--- src/rtl/pes_pkg.sv ---
// pes_pkg: shared types and helpers for the frame/vector reverse stages.
//   state_t      - frame reverser control state (FILL, DRAIN)
//   bit_reverse  - reverses the low w bits of x (bit i <- bit w-1-i), zero above w
package pes_pkg;
    typedef enum logic {FILL, DRAIN} state_t;
    localparam int MAX_W  = 64;
    localparam int MAX_AW = $clog2(MAX_W);
    function automatic logic [MAX_W-1:0] bit_reverse(input logic [MAX_W-1:0] x, input int w);
        logic [MAX_W-1:0] r;
        r = '0;
        for (int i = 0; i < MAX_W; i++)
            if (i < w) r[MAX_AW'(i)] = x[MAX_AW'(w - 1 - i)];
        return r;
    endfunction
endpackage

--- src/rtl/pes_frame_ram.sv ---
// pes_frame_ram: DEPTH x WIDTH frame buffer, one write port, one registered read port.
//   i_we/i_waddr/i_wdata - write port
//   i_re/i_raddr         - read request; o_rdata updates on the next edge only when i_re=1
//   o_rdata              - registered read data, cleared by rst; a same-cycle write to the
//                          read address is forwarded (write-first)
module pes_frame_ram #(
    parameter int WIDTH = 8,
    parameter int DEPTH = 16
) (
    input  logic                     clk,
    input  logic                     rst,
    input  logic                     i_we,
    input  logic [$clog2(DEPTH)-1:0] i_waddr,
    input  logic [WIDTH-1:0]         i_wdata,
    input  logic                     i_re,
    input  logic [$clog2(DEPTH)-1:0] i_raddr,
    output logic [WIDTH-1:0]         o_rdata
);
    logic [WIDTH-1:0] r_mem [DEPTH];
    logic [WIDTH-1:0] r_rdata;

    always_ff @(posedge clk)
        if (i_we) r_mem[i_waddr] <= i_wdata;

    always_ff @(posedge clk)
        if (rst) r_rdata <= '0;
        else if (i_re) r_rdata <= (i_we && i_waddr == i_raddr) ? i_wdata : r_mem[i_raddr];

    assign o_rdata = r_rdata;
endmodule

--- src/rtl/pes_frame_unreverse.sv ---
// pes_frame_unreverse: buffers a frame of up to DEPTH words and replays it last-first,
// optionally bit-reversing every word.
//   i_valid/o_ready/i_data/i_last - input stream (o_ready high only while filling)
//   o_valid/i_ready/o_data/o_last - output stream, registered, held while stalled
//   o_frame_len                   - length of the frame being drained
//   o_err_trunc                   - one-cycle pulse when a frame is cut at DEPTH words
module pes_frame_unreverse
    import pes_pkg::*;
#(
    parameter int WIDTH   = 8,
    parameter int DEPTH   = 16,
    parameter int BIT_REV = 1
) (
    input  logic                   clk,
    input  logic                   rst,
    input  logic                   i_valid,
    output logic                   o_ready,
    input  logic [WIDTH-1:0]       i_data,
    input  logic                   i_last,
    output logic                   o_valid,
    input  logic                   i_ready,
    output logic [WIDTH-1:0]       o_data,
    output logic                   o_last,
    output logic [$clog2(DEPTH):0] o_frame_len,
    output logic                   o_err_trunc
);
    localparam int AW = $clog2(DEPTH);

    state_t        r_state;
    logic [AW-1:0] r_wr_ptr, r_rd_ptr;
    logic          r_valid, r_last, r_err;
    logic [AW:0]   r_frame_len;

    logic             w_accept, w_full, w_close, w_pop, w_next;
    logic [AW-1:0]    w_raddr;
    logic [WIDTH-1:0] w_wdata;

    assign o_ready  = r_state == FILL;
    assign w_accept = i_valid && o_ready;
    assign w_full   = r_wr_ptr == AW'(DEPTH - 1);
    assign w_close  = w_accept && (i_last || w_full);
    assign w_pop    = r_state == DRAIN && r_valid && i_ready;
    assign w_next   = w_pop && !r_last;
    // Words are stored already transformed, so the RAM output register is o_data.
    assign w_wdata  = (BIT_REV != 0) ? WIDTH'(bit_reverse(MAX_W'(i_data), WIDTH)) : i_data;
    // On close the closing word is read at its own write address; the RAM's
    // write-first forwarding delivers it to o_data without a separate bypass.
    assign w_raddr  = w_close ? r_wr_ptr : r_rd_ptr - AW'(1);

    pes_frame_ram #(.WIDTH(WIDTH), .DEPTH(DEPTH)) u_ram (
        .clk     (clk),
        .rst     (rst),
        .i_we    (w_accept),
        .i_waddr (r_wr_ptr),
        .i_wdata (w_wdata),
        .i_re    (w_close || w_next),
        .i_raddr (w_raddr),
        .o_rdata (o_data)
    );

    always_ff @(posedge clk) begin
        if (rst) begin
            r_state     <= FILL;
            r_wr_ptr    <= '0;
            r_rd_ptr    <= '0;
            r_valid     <= 1'b0;
            r_last      <= 1'b0;
            r_frame_len <= '0;
            r_err       <= 1'b0;
        end else begin
            r_err <= w_accept && w_full && !i_last;
            if (r_state == FILL) begin
                if (w_close) begin
                    r_frame_len <= {1'b0, r_wr_ptr} + (AW + 1)'(1);
                    r_rd_ptr    <= r_wr_ptr;
                    r_valid     <= 1'b1;
                    r_last      <= r_wr_ptr == '0;
                    r_wr_ptr    <= '0;
                    r_state     <= DRAIN;
                end else if (w_accept) begin
                    r_wr_ptr <= r_wr_ptr + AW'(1);
                end
            end else if (w_pop) begin
                if (r_last) begin
                    r_valid <= 1'b0;
                    r_last  <= 1'b0;
                    r_state <= FILL;
                end else begin
                    r_rd_ptr <= r_rd_ptr - AW'(1);
                    r_last   <= r_rd_ptr == AW'(1);
                end
            end
        end
    end

    assign o_valid     = r_valid;
    assign o_last      = r_last;
    assign o_frame_len = r_frame_len;
    assign o_err_trunc = r_err;
endmodule

--- config.mk ---
export PLATFORM = sky130hd
export DESIGN_NAME = pes_frame_unreverse
export DESIGN_NICKNAME = d
export VERILOG_FILES = /design/src/rtl/pes_pkg.sv /design/src/rtl/pes_frame_ram.sv /design/src/rtl/pes_frame_unreverse.sv
export SDC_FILE = /design/constraint.sdc
export NUM_CORES = 1
export LEC_CHECK = 0
export CAP_MARGIN = 15
export CORE_ASPECT_RATIO = 0.6
export CORE_UTILIZATION = 30
export CTS_CLUSTER_SIZE = 28
export DETAILED_ROUTE_END_ITERATION = 8
export GPL_TIMING_DRIVEN = 0
export SYNTH_ARGS = -nofsm -noshare
export SYNTH_HDL_FRONTEND = slang
export SYNTH_SLANG_ARGS = --single-unit
--- constraint.sdc ---
create_clock -name clk -period 5.7 [get_ports clk]
set_input_delay 0.57 -clock clk [delete_from_list [all_inputs] [get_ports clk]]
set_output_delay 0.57 -clock clk [all_outputs]
set_load 0.01 [all_outputs]
; ---- Word-level counts from Yosys, hierarchy flattened
; Memories as Yosys holds them, arrays and structs flattened. A register that Yosys moved wholly into a read port is not among the register bits.
; Cells that the tools add are included.
[op_classes]
n_addsub = 3
eq_ne = 5
n_mux = 21
bitwise_logic = 1
n_reduce_logical = 19
[op_table]
columns = cell, count
row1 = $mux 4, 7
row2 = $mux 1, 14
row3 = $logic_and 1x1->1, 7
row4 = $reduce_and 2->1, 3
row5 = $reduce_and 3->1, 2
row6 = $add 4x1->5 const B, 1
row7 = $add 4x1->4 const B, 1
row8 = $eq 4x1->1 const B, 1
row9 = $eq 4x4->1 const B, 1
row10 = $logic_not 4->1, 1
row11 = $ne 2x1->1 const B, 2
row12 = $reduce_bool 2->1, 2
row13 = $sub 4x1->4 const B, 1
row14 = $logic_not 1->1, 2
row15 = $logic_or 1x1->1, 2
row16 = $ne 2x2->1 const B, 1
row17 = $not 1->1, 1
[word_totals]
regBits = 17
ramBits = 128
output_inout_bits = 17
word_cells = 57
n_memories = 1
[memory_table]
columns = memory, words, word_bits, read_ports, rd_ports_with_merged_regs, write_ports, line_no
row1 = u_ram.r_mem, 16, 8, 1, 1, 1, pes_frame_ram.sv:19  ; logic [WIDTH-1:0] r_mem [DEPTH];

; ---- Logic depth before layout (Yosys ltp)
[logic_depth]
ltp_word = 5
depth_mapped = 12
mapped_depth_nobuf = 8

; ---- Modules after synthesis
; A second synthesis with hierarchy kept.
[unflattened]
hier_cells = 405
hier_area_um2 = 6404.9
[modules_own_cells]
columns = mod, n_inst, cells_per_inst, area_per_inst_um2
row1 = pes_frame_ram, 1, 293, 5481.5
row2 = pes_frame_unreverse, 1, 112, 923.4

; ---- Least setup slack after synthesis
; Ideal clock, no wire load.
[synth_timing]
kind = reg2reg
from = register r_rd_ptr[0]
to = register u_ram.r_rdata[1] (netlist: u_ram.o_rdata[1]), read port of u_ram.r_mem
setup_time_ps = 122
arrival_ps = 2362
required_time_ps = 5578
path_slack_ps = 3216
path_stages_with_launch = 13
n_path_buf = 4
synth_period_minus_slack_ps = 2484
path_cell_list = dfxtp_1 > buf_4 > buf_2 > inv_1 > ha_1 > clkbuf_1 > o21ai_0 > o21ai_1 > buf_2 > mux2i_1 > a22oi_1 > a21boi_1 > o21ai_1
[synth_between]
elab_chain_len = 2
[synth_lines]
columns = item, line_no
row1 = "start, declared", pes_frame_unreverse.sv:30  ; logic [AW-1:0] r_wr_ptr, r_rd_ptr;
row2 = "start signal, assigned", pes_frame_unreverse.sv:75  ; r_rd_ptr <= r_wr_ptr;
row3 = "start signal, assigned", pes_frame_unreverse.sv:89  ; r_rd_ptr <= r_rd_ptr - AW'(1);
row4 = $sub 4x1->4, pes_frame_unreverse.sv:48  ; assign w_raddr = w_close ? r_wr_ptr : r_rd_ptr - AW'(1);
row5 = $mux 4, pes_frame_unreverse.sv:48
row6 = "end, declared", pes_frame_ram.sv:20  ; logic [WIDTH-1:0] r_rdata;
; Every way passes these cells.
; A chain may end at the register's enable or synchronous reset.

; ---- Final worst setup path
[layout_timing]
from = input port i_valid
to = memory u_ram.r_mem[8][4] (enable)
[layout_between]
elab_chain_len = 3
[layout_lines]
columns = item, line_no
row1 = "start, declared", pes_frame_unreverse.sv:16  ; input logic i_valid,
row2 = $logic_and 1x1->1, pes_frame_unreverse.sv:39  ; assign w_accept = i_valid && o_ready;
row3 = $mux 1, pes_frame_ram.sv:23  ; if (i_we) r_mem[i_waddr] <= i_wdata;
row4 = $mux 1 (implied by the code), pes_frame_ram.sv:23
row5 = "end, declared", pes_frame_ram.sv:19
; Every way passes these cells.

==> impl_metrics.json <==
{
  "outcome": "completed",
  "yosys.area.top_type": "edfxtp_1",
  "min-delay-start": "o_frame_len[1]$_SDFFE_PP0P_",
  "drt.antenna.violating_nets": 0,
  "r2r_start": "r_rd_ptr[0]$_SDFFE_PP0P_",
  "cellPowerDensity_nw_per_um2": 301,
  "max_slew_violation_count": 0,
  "area_delta_synth_final_pct": 17.5,
  "clock-root-buffer": "clkbuf_16",
  "finalSetupViolCount": 0,
  "worstMarginPinSlew_ns": 1.18,
  "synth_enable_flop_cells": 128,
  "cts.htree.levels": 4,
  "irDropWorstVdd_v": 0.000219,
  "final_design_area_no_fill_um2": 9290,
  "layout.nets": 694,
  "critPathLaunchType": "input port",
  "min-delay-path-class": "reg2reg",
  "fin_setup_tns_ns": 0,
  "synthesized_flop_and_latch_total": 153,
  "portBuffers": 28,
  "final.period_utilization_pct": 60.6,
  "floorplan.core_area_um2": 25600,
  "global_placement_routability_congestion": 0.891,
  "clock_tree_from_tritoncts": "yes",
  "tritoncts.num_buffers": 17,
  "asyncSetResetFlopFracSynth_pct": 0,
  "timing.critical_path.slowest_stage_cell": "nor2_1",
  "synth_seq_area_share_pct": 54.9,
  "num_vias": 6002,
  "cts-resized-gates": 0,
  "synth-main-ff-cell": "edfxtp_1",
  "fin_skew_ns": 0.00866,
  "synthDominantCellAreaShare_pct": 48.6,
  "static-leakage-power_nw": 2.88,
  "synth.top_cells.by_area": "edfxtp_1 (49%), mux2i_1 (14%), dfxtp_1 (6.3%)",
  "fp.dieH_um": 128,
  "total_instance_count_after_detailed_placement": 1008,
  "netlist_area_before_placement_um2": 7910,
  "placement.cell_area_um2": 8670,
  "diodes": 0,
  "drt_drc_violations_left": 0,
  "vias_per_cell": 5.77,
  "filler_cell_count": 2520,
  "grt_remaining_overflow": 0,
  "hpwl_um": 16700,
  "clock_insertion_delay_worst_skew_ns": 0.43,
  "dp_worst_setup_slack_ns": 1.89,
  "hold_path_end": "o_frame_len[1]$_SDFFE_PP0P_",
  "final_layout_size_suffix_gt1_share_pct": 13.5,
  "final.min_clock_period_ns": 3.45,
  "chipWidth_um": 212,
  "multi_input_area_um2": 3260,
  "rsz0062_at_grt": "no",
  "route.final.wire_length_um": 23900,
  "yosys_warnings": 0,
  "cp.arrival_ns": 3.50,
  "via_count_of_the_first_global_routing_pass": 5486,
  "wire_length_of_the_first_global_routing_pass_um": 35400,
  "worst_hold_slack_ns": 0.468,
  "crit_fanout": 10,
  "fmax_mhz": 289,
  "drt_iter0_drc": 781,
  "ff2ff_setup_slack_ns": 2.28,
  "area_of_all_sequential_standard_cells_um2": 4340,
  "drt-wirelength-per-cell_um": 22.9,
  "r2r-end": "u_ram.o_rdata[4]$_SDFFE_PP0P_",
  "rows": 45,
  "cts_setup_buffers": 0,
  "finalHoldViolations": 0,
  "drt_first_pass_iters": 5,
  "clkTransAtPathRegs_ns": 0.07,
  "final_cells": 1040,
  "ctsHoldBuffers": 0,
  "initial_utilization_pct": 31.0,
  "rr_worst_depth": 11,
  "worst_slack_ns": 2.25,
  "ios": 30,
  "synth_fp_nets": 644,
  "synthesis.instances": 625,
  "antenna_found_initial": 1,
  "globalRouteTotalUtil_pct": 18.0,
  "post_synth_num_cell_types": 57,
  "hold-path-cell-count": 2,
  "floorplan.die_area_um2": 27100,
  "avgSynthCellArea_um2": 12.7,
  "slowest_delay_ns": 0.95,
  "cap_violations": 0,
  "critical_path_class": "in2reg",
  "crit_path_cell_chain": "clkdlybuf4s50_1 -> and2b_1 -> buf_2 -> buf_1 -> nand2_1 -> nor2_1",
  "tritoncts_num_sinks": 153,
  "crit_required_ns": 5.74,
  "grt_start_max_net_pins": 18,
  "clockBufferDepth": 2,
  "slew_headroom_pct": 20.8,
  "crit_end_element": "flip-flop"
}
[flip-flops by register name, indices dropped and copies added, names as in the netlist]
name,flops
o_err_trunc,1
o_frame_len,5
o_last,1
o_valid,1
r_rd_ptr,4
r_state,1
r_wr_ptr,4
u_ram.o_rdata,8
u_ram.r_mem,128
[critical path: cells and delay by family]
kind | cells | cell delay [ns]
buffers and inverters | 3 | 1.44
AND/OR/NAND/NOR | 3 | 1.48
[cells by family (layout without fill, tap and decap cells)]
kind of cell / Yosys count / in the layout / share of synthesized area, %
and+or+nand+nor: 85 / 85 / 5.61
DFF: 153 / 153 / 54.9
adders and majority gates: 6 / 6 / 0.949
xor gates and xnor gates: 9 / 9 / 0.996
buffers and inverters: 58 / 121 / 4.10
muxes: 115 / 115 / 14.8
AOI/OAI and AO/OA: 199 / 199 / 18.7
[worst max-delay path by stage]
stage	from	endpoint	slack [ns]	cells after the start
2_1_floorplan	r_rd_ptr[0]$_SDFFE_PP0P_	u_ram.o_rdata[1]$_SDFFE_PP0P_	3.22	12
3_3_place_gp	i_valid	u_ram.r_mem[0][0]$_DFFE_PP_	1.28	6
3_5_place_dp	i_valid	u_ram.r_mem[9][4]$_DFFE_PP_	1.89	6
4_1_cts	i_valid	u_ram.r_mem[9][4]$_DFFE_PP_	2.32	6
5_1_grt	i_valid	u_ram.r_mem[8][3]$_DFFE_PP_	2.07	6
6_report	i_valid	u_ram.r_mem[8][4]$_DFFE_PP_	2.25	6
[layout by cell type, fill, tap and decap left out, types with 5 or more instances in the layout]
master,n
a21o_1,6
clkbuf_16,19
a21boi_1,5
nand2_1,16
clkbuf_1,13
mux2i_1,113
edfxtp_1,128
buf_6,7
ha_1,6
buf_2,23
a31oi_1,5
xnor2_1,6
buf_4,10
dfxtp_1,25
nor2_1,31
a221oi_1,49
nand3_1,10
a21oi_1,17
o21ai_1,9
clkdlybuf4s50_1,28
a22oi_1,33
o22ai_1,50
[power breakdown]
part	internal [mW]	switching, mW
Sequential	1.23	0.0144
Combinational	0.142	0.232
Clock	0.694	0.485
Total	2.06	0.731
[cell usage after synthesis, types with 3 or more instances]
cell type / n
edfxtp_1: 128
mux2i_1: 113
o22ai_1: 50
a221oi_1: 49
a22oi_1: 33
nor2_1: 31
dfxtp_1: 25
buf_2: 22
a21oi_1: 17
nand2_1: 16
clkbuf_1: 13
nand3_1: 10
buf_4: 9
o21ai_1: 9
nor3_1: 7
a21o_1: 6
buf_6: 6
ha_1: 6
xnor2_1: 6
a21boi_1: 5
a31oi_1: 5
inv_1: 4
o21ai_0: 4
a22o_1: 3
a32oi_1: 3
buf_1: 3
nand2b_1: 3
xor2_1: 3
[per-stage QoR]
step	total power, mW	utilization [%]
finish	2.80	36.4
floorplan	1.49	-
global route	2.87	36.4
CTS	2.79	36.4
global placement	1.63	33.8
detailed placement	1.63	33.9
[layer usage]
metal / share of wire [%] / wire, µm / track usage (%) / vias up
met4: 0.91 / 218 / 4.31 / 0
met5: 0 / 0 / 0 / -
met2: 39 / 9370 / 22.9 / 256
met1: 51 / 12000 / 29.4 / 3078
met3: 9.3 / 2220 / 4.12 / 22
li1: - / - / - / 2646
[layout make-up]
class / count / area share (%)
tap: 352 / 4.74
clock buffer: 22 / 5.56
buffer: 53 / 3.28
multi-input combinational: 414 / 35.1
clock inverter: 10 / 1.13
timing repair buffer: 31 / 3.27
inverter: 5 / 0.202
sequential: 153 / 46.7
No activity file was read; power rests on OpenSTA's default activity.
